**src/rtl/hex_digit_scanner.sv**
```systemverilog
// Multiplexed hex display scan controller; build with LEADING_ZERO_BLANK_EN to blank leading zero digits.
// Latency: a load is shown from the first digit-0 SHOW cycle after the next frame boundary.
// Backpressure: loadReady drops while a value waits in the shadow register.
module hex_digit_scanner #(
  parameter int NUM_DIGITS   = 4,
  parameter int REFRESH_DIV  = 50000,
  parameter int BLANK_CYCLES = 2,
  localparam int IDX_W = (NUM_DIGITS > 1) ? $clog2(NUM_DIGITS) : 1
) (
  input  logic                    clk,
  input  logic                    reset,
  input  logic [4*NUM_DIGITS-1:0] dataIn,
  input  logic                    loadValid,
  output logic                    loadReady,
  output logic [3:0]              hexNumber,
  output logic [NUM_DIGITS-1:0]   digitEnableActiveLow,
  output logic [IDX_W-1:0]        digitIndex,
  output logic                    frameStart
);

  localparam int CNT_MAX    = (REFRESH_DIV > BLANK_CYCLES) ? REFRESH_DIV : BLANK_CYCLES;
  localparam int CNT_W      = (CNT_MAX > 1) ? $clog2(CNT_MAX) : 1;
  localparam int BLANK_LAST = (BLANK_CYCLES > 0) ? BLANK_CYCLES - 1 : 0;

  typedef enum logic {SHOW, BLANK} state_t;

  state_t                  state, stateNxt;
  logic [4*NUM_DIGITS-1:0] displayReg, displayNxt;
  logic [4*NUM_DIGITS-1:0] shadowReg, shadowNxt;
  logic                    pending, pendingNxt;
  logic [IDX_W-1:0]        idxNxt;
  logic [CNT_W-1:0]        cycleCount, cntNxt;
  logic                    frameStartNxt;
  logic                    advance, wrap, load;
  logic [NUM_DIGITS-1:0]   suppress;

  always_ff @(posedge clk) begin
    if (reset) begin
      state      <= SHOW;
      displayReg <= '0;
      shadowReg  <= '0;
      pending    <= 1'b0;
      digitIndex <= '0;
      cycleCount <= '0;
      frameStart <= 1'b1;
    end else begin
      state      <= stateNxt;
      displayReg <= displayNxt;
      shadowReg  <= shadowNxt;
      pending    <= pendingNxt;
      digitIndex <= idxNxt;
      cycleCount <= cntNxt;
      frameStart <= frameStartNxt;
    end
  end

  always_comb begin
    stateNxt   = state;
    cntNxt     = cycleCount + CNT_W'(1);
    idxNxt     = digitIndex;
    displayNxt = displayReg;
    shadowNxt  = shadowReg;
    pendingNxt = pending;
    advance    = 1'b0;

    if (state == SHOW) begin
      if (cycleCount == CNT_W'(REFRESH_DIV - 1)) begin
        if (BLANK_CYCLES > 0) begin
          stateNxt = BLANK;
          cntNxt   = '0;
        end else begin
          advance = 1'b1;
        end
      end
    end else if (cycleCount == CNT_W'(BLANK_LAST)) begin
      advance = 1'b1;
    end

    wrap = advance && (digitIndex == IDX_W'(NUM_DIGITS - 1));
    if (advance) begin
      stateNxt = SHOW;
      cntNxt   = '0;
      idxNxt   = wrap ? '0 : digitIndex + IDX_W'(1);
    end

    // Load and transfer are mutually exclusive: one needs pending low, the other high.
    load = loadValid && !pending;
    if (wrap && pending) begin
      displayNxt = shadowReg;
      pendingNxt = 1'b0;
    end
    if (load) begin
      shadowNxt  = dataIn;
      pendingNxt = 1'b1;
    end

    frameStartNxt = (stateNxt == SHOW) && (idxNxt == '0) && (cntNxt == '0);
  end

`ifdef LEADING_ZERO_BLANK_EN
  // A digit is suppressed when it and every more-significant nibble are zero.
  always_comb begin
    logic allZero;
    allZero  = 1'b1;
    suppress = '0;
    for (int i = NUM_DIGITS - 1; i > 0; i--) begin
      allZero     = allZero && (displayReg[4*i +: 4] == 4'h0);
      suppress[i] = allZero;
    end
  end
`else
  assign suppress = '0;
`endif

  assign loadReady = !pending;

  always_comb begin
    hexNumber            = displayReg[3:0];
    digitEnableActiveLow = '1;
    for (int i = 0; i < NUM_DIGITS; i++) begin
      if (digitIndex == IDX_W'(i)) begin
        hexNumber = displayReg[4*i +: 4];
        if (state == SHOW && !suppress[i]) digitEnableActiveLow[i] = 1'b0;
      end
    end
  end

endmodule

```
**config.mk**
```make
export PLATFORM = sky130hd
export DESIGN_NAME = hex_digit_scanner
export DESIGN_NICKNAME = d
export VERILOG_FILES = /design/src/rtl/hex_digit_scanner.sv
export SDC_FILE = /design/constraint.sdc
export NUM_CORES = 1
export LEC_CHECK = 0
export ABC_AREA = 0
export CORE_ASPECT_RATIO = 1.4
export CORE_UTILIZATION = 38
export CTS_CLUSTER_DIAMETER = 100
export DETAILED_ROUTE_END_ITERATION = 7
export MAX_ROUTING_LAYER = met4
export SLEW_MARGIN = 20
export SYNTH_ARGS = -nofsm -noshare
export SYNTH_HDL_FRONTEND = slang
export SYNTH_SLANG_ARGS = --single-unit
```
**constraint.sdc**
```tcl
create_clock -name clk -period 2.95 [get_ports clk]
set_input_delay 0.59 -clock clk [delete_from_list [all_inputs] [get_ports clk]]
set_output_delay 0.59 -clock clk [all_outputs]
set_load 0.03 [all_outputs]
```
==> flow_summary.ini <==
[power_and_ir_drop]
clkPwrFrac = 0.369
seq_power_share = 0.562
p_per_area_nw_per_um2 = 459.4
power.total_mw = 1.331
irDropWorstVdd_mv = 0.2437
p_leak_nw = 1.075
p_sw_mw = 0.3011
switching_share = 0.2262
p_comb_frac = 0.069
p_int_mw = 1.030

[cells_and_area]
finalInstanceArea_sq_um = 2898
layout-drive-gt1-share = 0.1019
fin_nets = 349
fin_cells = 396
area_delta_synth_final_pct = 16.44
diodes = 0
fin_util = 0.4634

[status]
status = finished clean

[detailed_routing]
drt-wirelength-per-cell_um = 13.02
num_vias = 1963
viasPerCell = 4.957
wl_um = 5155
drt_iter0_drc = 78
drtAntennaViolNets = 0
drc = 0
first_pass_iters = 4

[synthesis]
synth_largest_area_cell = dfxtp_1
avgSynthCellArea_sq_um = 8.159
ys_warn_count = 0
synth_xor_area_frac = 0.06335
netlist_instances = 305
synth_enable_flop_cells = 0
synth_compound_area_frac = 0.1161
synth_area_sq_um = 2489
synthDominantCellAreaShare = 0.4263
synth_cell_types = 37
synthMostInstantiatedCell = nand2_1
synth_seq_cells = 53
synth_area_leaders = dfxtp_1 (43%), nand2_1 (10%), a21oi_1 (5.4%)
synth_common_cells = nand2_1 (66), dfxtp_1 (53), nor2_1 (32)
synth_simple_gate_area_frac = 0.2740
synthAdderAreaFrac = 0.03017
synth_top_family_by_area = simple AND/OR/NAND/NOR gates
synthArstFlopShare = 0
syn_nets = 330
synth_ff_type = dfxtp_1
synth-seq-area-share = 0.4263
synthMuxAreaShare = 0.03268

[place]
gp_congestion = 0.8743
hpwl_um = 3845
placed_cells = 389
post-place-ws_ns = 0.3875
io_buffers = 30
dpl_cell_area_sq_um = 2780

[setup_path]
crit_path_max_fanout = 9
crit_chain = inv_1, ha_1, nand2b_1, clkdlybuf4s50_1
critPathSlowestCell = clkdlybuf4s50_1
critPathCaptureType = output port
arrival_ns = 1.97
max_stage_delay_ns = 0.67
start_kind = flop
cp_top_family = buffers and inverters
path_buf_inv = 2
worstPathRequired_ns = 2.36
worstSetupPathType = reg -> out

[global_routing]
grt_use_total = 0.1655
top_usage_layer = met2
antenna_found_initial = 0
overflow = 0
grt_max_degree = 39
grt_pass1_vias = 1804
grtUsageMet3 = 0.02477
grt_util_met2 = 0.2886
grtUsageMet1 = 0.1912
grt_pass1_wl_um = 8783

[die]
coreArea_sq_um = 6254
die-area_sq_um = 6881
start_util = 0.3980
die_x_um = 70.40
ios = 31
row_count = 34
die_y_um = 97.76

[sta]
period_needed_ns = 2.562
whs_ns = 0.4585
clock-skew-final_ns = 0.008565
setup_ws_ns = 0.3882
worst_pin_slew_ns = 0.5159
finalHoldViolations = 0
fmax_mhz = 390.3
tns_ns = 0
slew_headroom = 0.6552
rsz0062_at_grt = false
setup_violations = 0
slew_violations = 0
fin_crit_sh = 0.8684

[clocking]
cts.sinks = 53
cts.repair.resized = 0
cts.clk_slew.worst_paths_ns = 0.09
cts_root_buf = clkbuf_8
cts_buffer_depth = 2
cts_tree = built
cts_hold_buf = 0
cts_setup_buffers = 0
htreeDepth = 2
numCtsBuffers = 5
clock_latency_ns = 0.31

[min_path]
hp-class = reg -> reg

[job]
cap_violations = 0
==> logic make-up (layout without fill, tap and decap cells) <==
family / count (synthesis) / after routing
compound gates: 47 / 47
xor+xnor: 18 / 18
fa+ha+maj: 6 / 6
buf+inv: 27 / 46
flops: 53 / 53
mux: 8 / 8
simple gates: 146 / 146
==> final cells by class <==
class	instances	area [sq um]
Fill cell	633	3356
Inverter	5	18.77
Timing Repair Buffer	34	335.3
Clock buffer	5	68.82
Multi-Input combinational cell	225	1285
Clock inverter	2	38.79
Sequential cell	53	1061
Tap cell	72	90.09
==> metal layers <==
metal | vias up | part of all wire
met3 | 5 | 0.023
met2 | 30 | 0.52
met4 | 0 | 0.015
met5 | - | 0
met1 | 891 | 0.44
li1 | 1037 | -
==> registers in the layout (all words and copies together) (netlist names) <==
register / flops
pending: 1
shadowReg: 16
frameStart: 1
digitIndex: 2
state: 1
cycleCount: 16
displayReg: 16
==> worst register-to-register path: stages, from the launching register on <==
cell     delay [ns]
dfxtp_1        0.39
or4_4          0.57
nor4_4         0.19
and3_1         0.38
mux2_2         0.37
a41o_1         0.19
o21a_1         0.10
==> power by group through the flow <==
stage | clock network, mW | registers (mW) | logic (mW)
after floorplan | 0 | 0.762 | 0.0536
after global placement | 0 | 0.764 | 0.0931
after detailed placement | 0 | 0.765 | 0.0935
after CTS | 0.504 | 0.748 | 0.0936
after global routing | 0.533 | 0.751 | 0.105
final | 0.491 | 0.748 | 0.0923
==> cell usage in the layout, fill, tap and decap left out, types with 2 or more instances in the layout <==
| cell | netlist | final |
|---|---|---|
| nand2_1 | 66 | 66 |
| nand4_1 | 4 | 4 |
| a31oi_1 | 2 | 2 |
| nor2b_1 | 2 | 2 |
| nor4_1 | 3 | 3 |
| ha_1 | 6 | 6 |
| and3_1 | 5 | 5 |
| or3_1 | 2 | 2 |
| a21oi_1 | 27 | 27 |
| clkbuf_8 | 0 | 5 |
| nand2b_1 | 4 | 4 |
| clkdlybuf4s50_1 | 0 | 25 |
| xor2_1 | 4 | 4 |
| nor3_1 | 5 | 5 |
| mux2i_1 | 7 | 7 |
| a21oi_2 | 9 | 9 |
| dfxtp_1 | 53 | 53 |
| buf_4 | 0 | 4 |
| and2_1 | 3 | 3 |
| xnor2_1 | 14 | 14 |
| nand3_1 | 6 | 6 |
| nand2_2 | 9 | 9 |
| o21ai_0 | 4 | 4 |
| nor2_1 | 32 | 32 |
| dlymetal6s2s_1 | 0 | 4 |
| inv_1 | 5 | 5 |
==> final timing paths <==
check	startpoint	end	slack (ns)	cells past startpoint
worst max-delay path	digitIndex[0]$_SDFF_PP0_	digitEnableActiveLow[2]	0.39	4
worst min-delay path	displayReg[15]$_SDFFE_PP0P_	displayReg[15]$_SDFFE_PP0P_	0.46	2
worst max register to register	cycleCount[4]$_SDFF_PP0_	frameStart$_SDFF_PP1_	0.67	6
worst min register to register	displayReg[15]$_SDFFE_PP0P_	displayReg[15]$_SDFFE_PP0P_	0.46	2
No activity file was read; power rests on OpenSTA's default activity.
